File: src/rtl/albers_scene_ctrl.sv
// Scene sequencer for the nested-rectangle pattern: captures random layer targets on a beat,
// commits them at frame boundaries and animates half-extents toward them by STEP per frame.
module albers_scene_ctrl #(
  parameter int NUM_LAYERS = 7,
  parameter int STEP       = 4
) (
  input  logic        clk_in,
  input  logic        reset,
  input  logic        beat,
  input  logic        frame_start,
  input  logic [12:0] rnd_in,
  input  logic [2:0]  layer_sel,
  output logic [9:0]  layer_hw,
  output logic [9:0]  layer_hh,
  output logic [11:0] layer_rgb,
  output logic        busy,
  output logic        scene_done
);

  localparam logic [9:0] STEP_W = 10'(STEP);
  localparam logic [3:0] NL_W   = 4'(NUM_LAYERS);

  typedef enum logic [1:0] {S_IDLE, S_CAPTURE, S_PENDING, S_ANIMATE} state_t;

  state_t                        r_state;
  logic                          r_beat_pend;
  logic [2:0]                    r_idx;
  logic                          r_busy;
  logic                          r_done;
  logic [9:0]                    r_layer_hw, r_layer_hh;
  logic [11:0]                   r_layer_rgb;
  logic [NUM_LAYERS-1:0][9:0]    r_tgt_hw, r_tgt_hh, r_cur_hw, r_cur_hh;
  logic [NUM_LAYERS-1:0][11:0]   r_tgt_rgb, r_cur_rgb;
  logic [NUM_LAYERS-1:0][9:0]    w_nxt_hw, w_nxt_hh;
  logic                          w_conv;

  // One animation step: snap to target when within STEP, otherwise move STEP toward it.
  function automatic logic [9:0] f_step(input logic [9:0] cur, input logic [9:0] tgt);
    if (tgt >= cur) return ((tgt - cur) <= STEP_W) ? tgt : cur + STEP_W;
    else            return ((cur - tgt) <= STEP_W) ? tgt : cur - STEP_W;
  endfunction

  always_comb begin
    w_nxt_hw = r_cur_hw;
    w_nxt_hh = r_cur_hh;
    w_conv   = 1'b1;
    for (int i = 0; i < NUM_LAYERS; i++) begin
      w_nxt_hw[i] = f_step(r_cur_hw[i], r_tgt_hw[i]);
      w_nxt_hh[i] = f_step(r_cur_hh[i], r_tgt_hh[i]);
      if (w_nxt_hw[i] != r_tgt_hw[i] || w_nxt_hh[i] != r_tgt_hh[i]) w_conv = 1'b0;
    end
  end

  always_ff @(posedge clk_in or posedge reset) begin
    if (reset) begin
      r_state     <= S_IDLE;
      r_beat_pend <= 1'b0;
      r_idx       <= 3'd0;
      r_busy      <= 1'b0;
      r_done      <= 1'b0;
      r_layer_hw  <= 10'd0;
      r_layer_hh  <= 10'd0;
      r_layer_rgb <= 12'd0;
      for (int i = 0; i < NUM_LAYERS; i++) begin
        r_tgt_hw[i]  <= 10'(16 + 32 * i);
        r_tgt_hh[i]  <= 10'(16 + 32 * i);
        r_cur_hw[i]  <= 10'(16 + 32 * i);
        r_cur_hh[i]  <= 10'(16 + 32 * i);
        r_tgt_rgb[i] <= 12'd0;
        r_cur_rgb[i] <= 12'd0;
      end
    end else begin
      r_done <= 1'b0;

      if ({1'b0, layer_sel} < NL_W) begin
        r_layer_hw  <= r_cur_hw[layer_sel];
        r_layer_hh  <= r_cur_hh[layer_sel];
        r_layer_rgb <= r_cur_rgb[layer_sel];
      end else begin
        r_layer_hw  <= 10'd0;
        r_layer_hh  <= 10'd0;
        r_layer_rgb <= 12'd0;
      end

      case (r_state)
        S_IDLE: begin
          if (beat || r_beat_pend) begin
            r_state     <= S_CAPTURE;
            r_idx       <= 3'd0;
            r_beat_pend <= 1'b0;
            r_busy      <= 1'b1;
          end else begin
            r_busy      <= 1'b0;
          end
        end
        S_CAPTURE: begin
          for (int i = 0; i < NUM_LAYERS; i++) begin
            if (r_idx == 3'(i)) begin
              r_tgt_hw[i]  <= {5'd0, rnd_in[4:0]} + 10'(32 * i + 16);
              r_tgt_hh[i]  <= {5'd0, rnd_in[9:5]} + 10'(32 * i + 16);
              r_tgt_rgb[i] <= rnd_in[12:1];
            end
          end
          if (r_idx == 3'(NUM_LAYERS - 1)) r_state <= S_PENDING;
          else                             r_idx   <= r_idx + 3'd1;
        end
        S_PENDING, S_ANIMATE: begin
          if (beat) r_beat_pend <= 1'b1;
          if (frame_start) begin
            r_cur_hw <= w_nxt_hw;
            r_cur_hh <= w_nxt_hh;
            if (r_state == S_PENDING) r_cur_rgb <= r_tgt_rgb;
            if (w_conv) begin
              // A beat arriving with the converging frame still queues a new capture.
              r_state <= S_IDLE;
              r_done  <= 1'b1;
              r_busy  <= r_beat_pend | beat;
            end else begin
              r_state <= S_ANIMATE;
            end
          end
        end
        default: r_state <= S_IDLE;
      endcase
    end
  end

  assign layer_hw   = r_layer_hw;
  assign layer_hh   = r_layer_hh;
  assign layer_rgb  = r_layer_rgb;
  assign busy       = r_busy;
  assign scene_done = r_done;

endmodule

File: config.mk
export PLATFORM = sky130hd
export DESIGN_NAME = albers_scene_ctrl
export DESIGN_NICKNAME = d
export VERILOG_FILES = /design/src/rtl/albers_scene_ctrl.sv
export SDC_FILE = /design/constraint.sdc
export NUM_CORES = 2
export LEC_CHECK = 0
export ABC_AREA = 0
export BUFFER_PORTS_ARGS = -buffer_cell sky130_fd_sc_hd__buf_2
export CORE_ASPECT_RATIO = 1.5
export CORE_MARGIN = 4
export CORE_UTILIZATION = 41
export DETAILED_ROUTE_END_ITERATION = 10
export GPL_TIMING_DRIVEN = 0
export PLACE_DENSITY_LB_ADDON = 0.2
export SETUP_SLACK_MARGIN = 0.02
export SLEW_MARGIN = 20
export SYNTH_ARGS = -nofsm -noshare
export SYNTH_HDL_FRONTEND = slang
export SYNTH_SLANG_ARGS = --single-unit
File: constraint.sdc
create_clock -name clk_in -period 11.55 [get_ports clk_in]
set_input_delay 1.155 -clock clk_in [delete_from_list [all_inputs] [get_ports clk_in]]
set_output_delay 1.155 -clock clk_in [all_outputs]
set_load 0.02 [all_outputs]
==> impl_metrics.json <==
{
  "grt_first_pass_wirelength_um": 190000,
  "cap_violations": 0,
  "cts_sinks": 369,
  "clkTransAtPathRegs_ns": 0.07,
  "timing.rr.start": "r_tgt_hw[44]$_DFFE_PP1P_",
  "n_fill_cell": 7629,
  "nets": 4131,
  "end_kind": "register",
  "period_share_pct": 57.7,
  "grt_max_degree": 96,
  "numCtsBuffers": 44,
  "rows": 123,
  "wirelength_um": 130000,
  "maxClockFrequency_ghz": 0.150,
  "antenna_found_initial": 3,
  "crit_type": "register to register",
  "yosys.area_share.simple_pct": 18.8,
  "synth.most_common_cell": "nand2_1",
  "synthArstFlopShare_pct": 100,
  "synth_top_family_by_area": "compound AO/OA/AOI/OAI gates",
  "synth_cell_types": 94,
  "setup.worst_path.end": "busy$_DFFE_PP0P_",
  "overflow": 0,
  "worstPathArrival_ns": 7.15,
  "synth_fp_nets": 4029,
  "drt_iter0_markers": 3258,
  "synth_area_leaders": "dfrtp_1 (26%), ha_1 (8.7%), o21ai_0 (6.1%), nand2_1 (4.9%), mux2_2 (4.2%)",
  "synth_top_cell_area_share_pct": 25.8,
  "die_w_um": 234,
  "die_h_um": 347,
  "avgSynthCellArea_um2": 8.26,
  "vias_per_cell": 6.27,
  "clock_path_buffers": 3,
  "yosysWarnings": 0,
  "outcome": "complete, no violations",
  "postCtsHoldBufs": 0,
  "cts_tree": "yes",
  "cts_resized": 0,
  "post_drt_wl_per_cell_um": 26.4,
  "holdCritStartpoint": "r_cur_rgb[42]$_DFFE_PP0P_",
  "ys_seq_area_share_pct": 29.7,
  "dieArea_mm2": 0.0810,
  "synthAdderAreaFrac_pct": 8.67,
  "area_growth_pct": 9.95,
  "worstMarginPinSlew_ns": 1.29,
  "slew_violations": 0,
  "utilization_pct": 45.7,
  "grtUsageTotal_pct": 31.0,
  "setup-violations-final": 0,
  "critPathMaxFanout": 10,
  "synthCells": 3792,
  "synth_top_flop_cell": "dfrtp_1",
  "drc": 0,
  "rr_worst_depth": 16,
  "worstHoldPathType": "register to register",
  "place_congestion": 1.01,
  "place_area_mm2": 0.0330,
  "synth-seq-cells": 369,
  "initial_core_util_pct": 41.5,
  "hold_viol_final": 0,
  "r2r_slack_ns": 4.89,
  "grt_pass1_vias": 30000,
  "cp-startpoint": "r_tgt_hw[44]$_DFFE_PP1P_",
  "htreeDepth": 2,
  "synth_xor_area_share_pct": 4.14,
  "startpoint_type": "register",
  "period_minus_slack_ns": 6.66,
  "p_per_area_mw_per_mm2": 251,
  "synth_compound_area_share_pct": 24.6,
  "io-pin-count": 54,
  "synthTopCellsByCount": "nand2_1 (405), o21ai_0 (380), dfrtp_1 (323)",
  "vias": 30900,
  "required_ns": 12.04,
  "rsz0062_at_grt": "no",
  "muxShareOfSynthArea_pct": 8.31,
  "leakagePower_nw": 14.6,
  "cts_setup_buffers": 0,
  "skew_ns": 0.0200,
  "ir_drop_mv": 0.112,
  "yosysTopAreaCell": "dfrtp_1",
  "coreArea_mm2": 0.0754,
  "dr.pass1.iters": 8,
  "maxSlewHeadroom_pct": 11.9,
  "stdcell_area_mm2": 0.0344,
  "clockRootBuffer": "clkbuf_16",
  "hpwl_um": 101000,
  "drive_gt1_share_pct": 10.5,
  "ant_nets": 0,
  "portBuffers": 51,
  "synth.cell_area_mm2": 0.0313,
  "synth_edf_count": 0,
  "r2r_end": "busy$_DFFE_PP0P_",
  "clk_latency_ns": 0.61
}
-- power by group --
part / switching [W] / internal (W)
Clock: 0.000630 / 0.000818
Combinational: 0.00339 / 0.00187
Sequential: 0.000354 / 0.00159
-- how the worst min path moves through the flow --
stage               cells past startpoint                        end
floorplan                               2  r_cur_rgb[24]$_DFFE_PP0P_
global placement                        2  r_cur_rgb[24]$_DFFE_PP0P_
detailed placement                      2  r_cur_rgb[26]$_DFFE_PP0P_
CTS                                     2  r_cur_rgb[26]$_DFFE_PP0P_
global route                            2  r_cur_rgb[30]$_DFFE_PP0P_
finish                                  2  r_cur_rgb[42]$_DFFE_PP0P_
-- routing by layer --
layer | GRT usage (%) | vias to the layer above | routed length, µm
li1 | - | 14100 | -
met1 | 34.6 | 15000 | 46900
met2 | 52.4 | 1415 | 61700
met3 | 5.32 | 495 | 8980
met4 | 23.5 | 2 | 12600
met5 | 0 | - | 14
-- layout by cell type (no fill, tap or decap), drive strengths merged, types with 44 or more instances in the layout --
cell type,instances
a211oi,53
a21oi,183
a31oi,56
buf,89
clkbuf,255
dfrtp,323
dfstp,46
ha,217
inv,249
mux2,118
mux2i,55
nand2,405
nand3,116
nor2,210
nor2b,59
nor3,111
o211ai,60
o21ai,386
o31ai,44
xnor2,88
xor2,60
-- worst max-delay path: stages, from the launching register on --
cell	delay, ns
dfstp_2	0.57
inv_1	0.07
ha_1	0.37
clkbuf_1	0.37
nand4b_1	0.26
a211oi_1	0.43
a211oi_1	0.11
o41ai_1	0.54
nand3_1	0.28
o311a_1	0.31
a2111oi_0	1.13
o211ai_1	0.57
nor4b_1	0.58
and4_1	0.28
and4_4	0.32
nor2_2	0.07
mux2_4	0.29
-- kinds of logic after synthesis --
logic type / Yosys count
muxes: 205
and+or+nand+nor: 1202
buffers and inverters: 479
adders and majority gates: 217
xor gates and xnor gates: 148
DFF: 369
AOI/OAI and AO/OA: 1172
-- layout make-up --
cell class              instances  area (µm²)  share of cell area (%)
repair buffers                 56         370                    1.08
plain buffers                 230         910                    2.64
flip-flops and latches        369        9290                    27.0
clock inverters                24         245                   0.712
multi-input cells            2944       20200                    58.7
diodes                          1        2.50                 0.00727
inverters                     249         942                    2.74
well taps                    1000        1250                    3.63
clock buffers                  58        1210                    3.53
-- state kept, by name, indices dropped and copies added (netlist names) --
| register | flops |
|---|---|
| r_idx | 3 |
| r_tgt_hw | 14 |
| r_beat_pend | 1 |
| layer_hh | 10 |
| r_state | 2 |
| r_cur_hw | 70 |
| layer_rgb | 12 |
| scene_done | 1 |
| r_cur_rgb | 84 |
| r_tgt_rgb | 84 |
| busy | 1 |
| r_cur_hh | 70 |
| layer_hw | 10 |
| r_tgt_hh | 7 |
-- through the flow --
step / hold WS [ns] / setup slack, ns / power (W) / std cells / setup TNS, ns
floorplan: 0.445 / 0.226 / 0.00549 / 3792 / 0
global placement: 0.458 / -4.64 / 0.00702 / 4843 / -1492.54
detailed placement: 0.466 / 5.20 / 0.00704 / 4848 / 0
CTS: 0.481 / 5.15 / 0.00851 / 4930 / 0
global route: 0.500 / 4.94 / 0.00915 / 4930 / 0
finish: 0.478 / 4.89 / 0.00866 / 4931 / 0
Note: power is estimated with default switching activity, not from simulation.
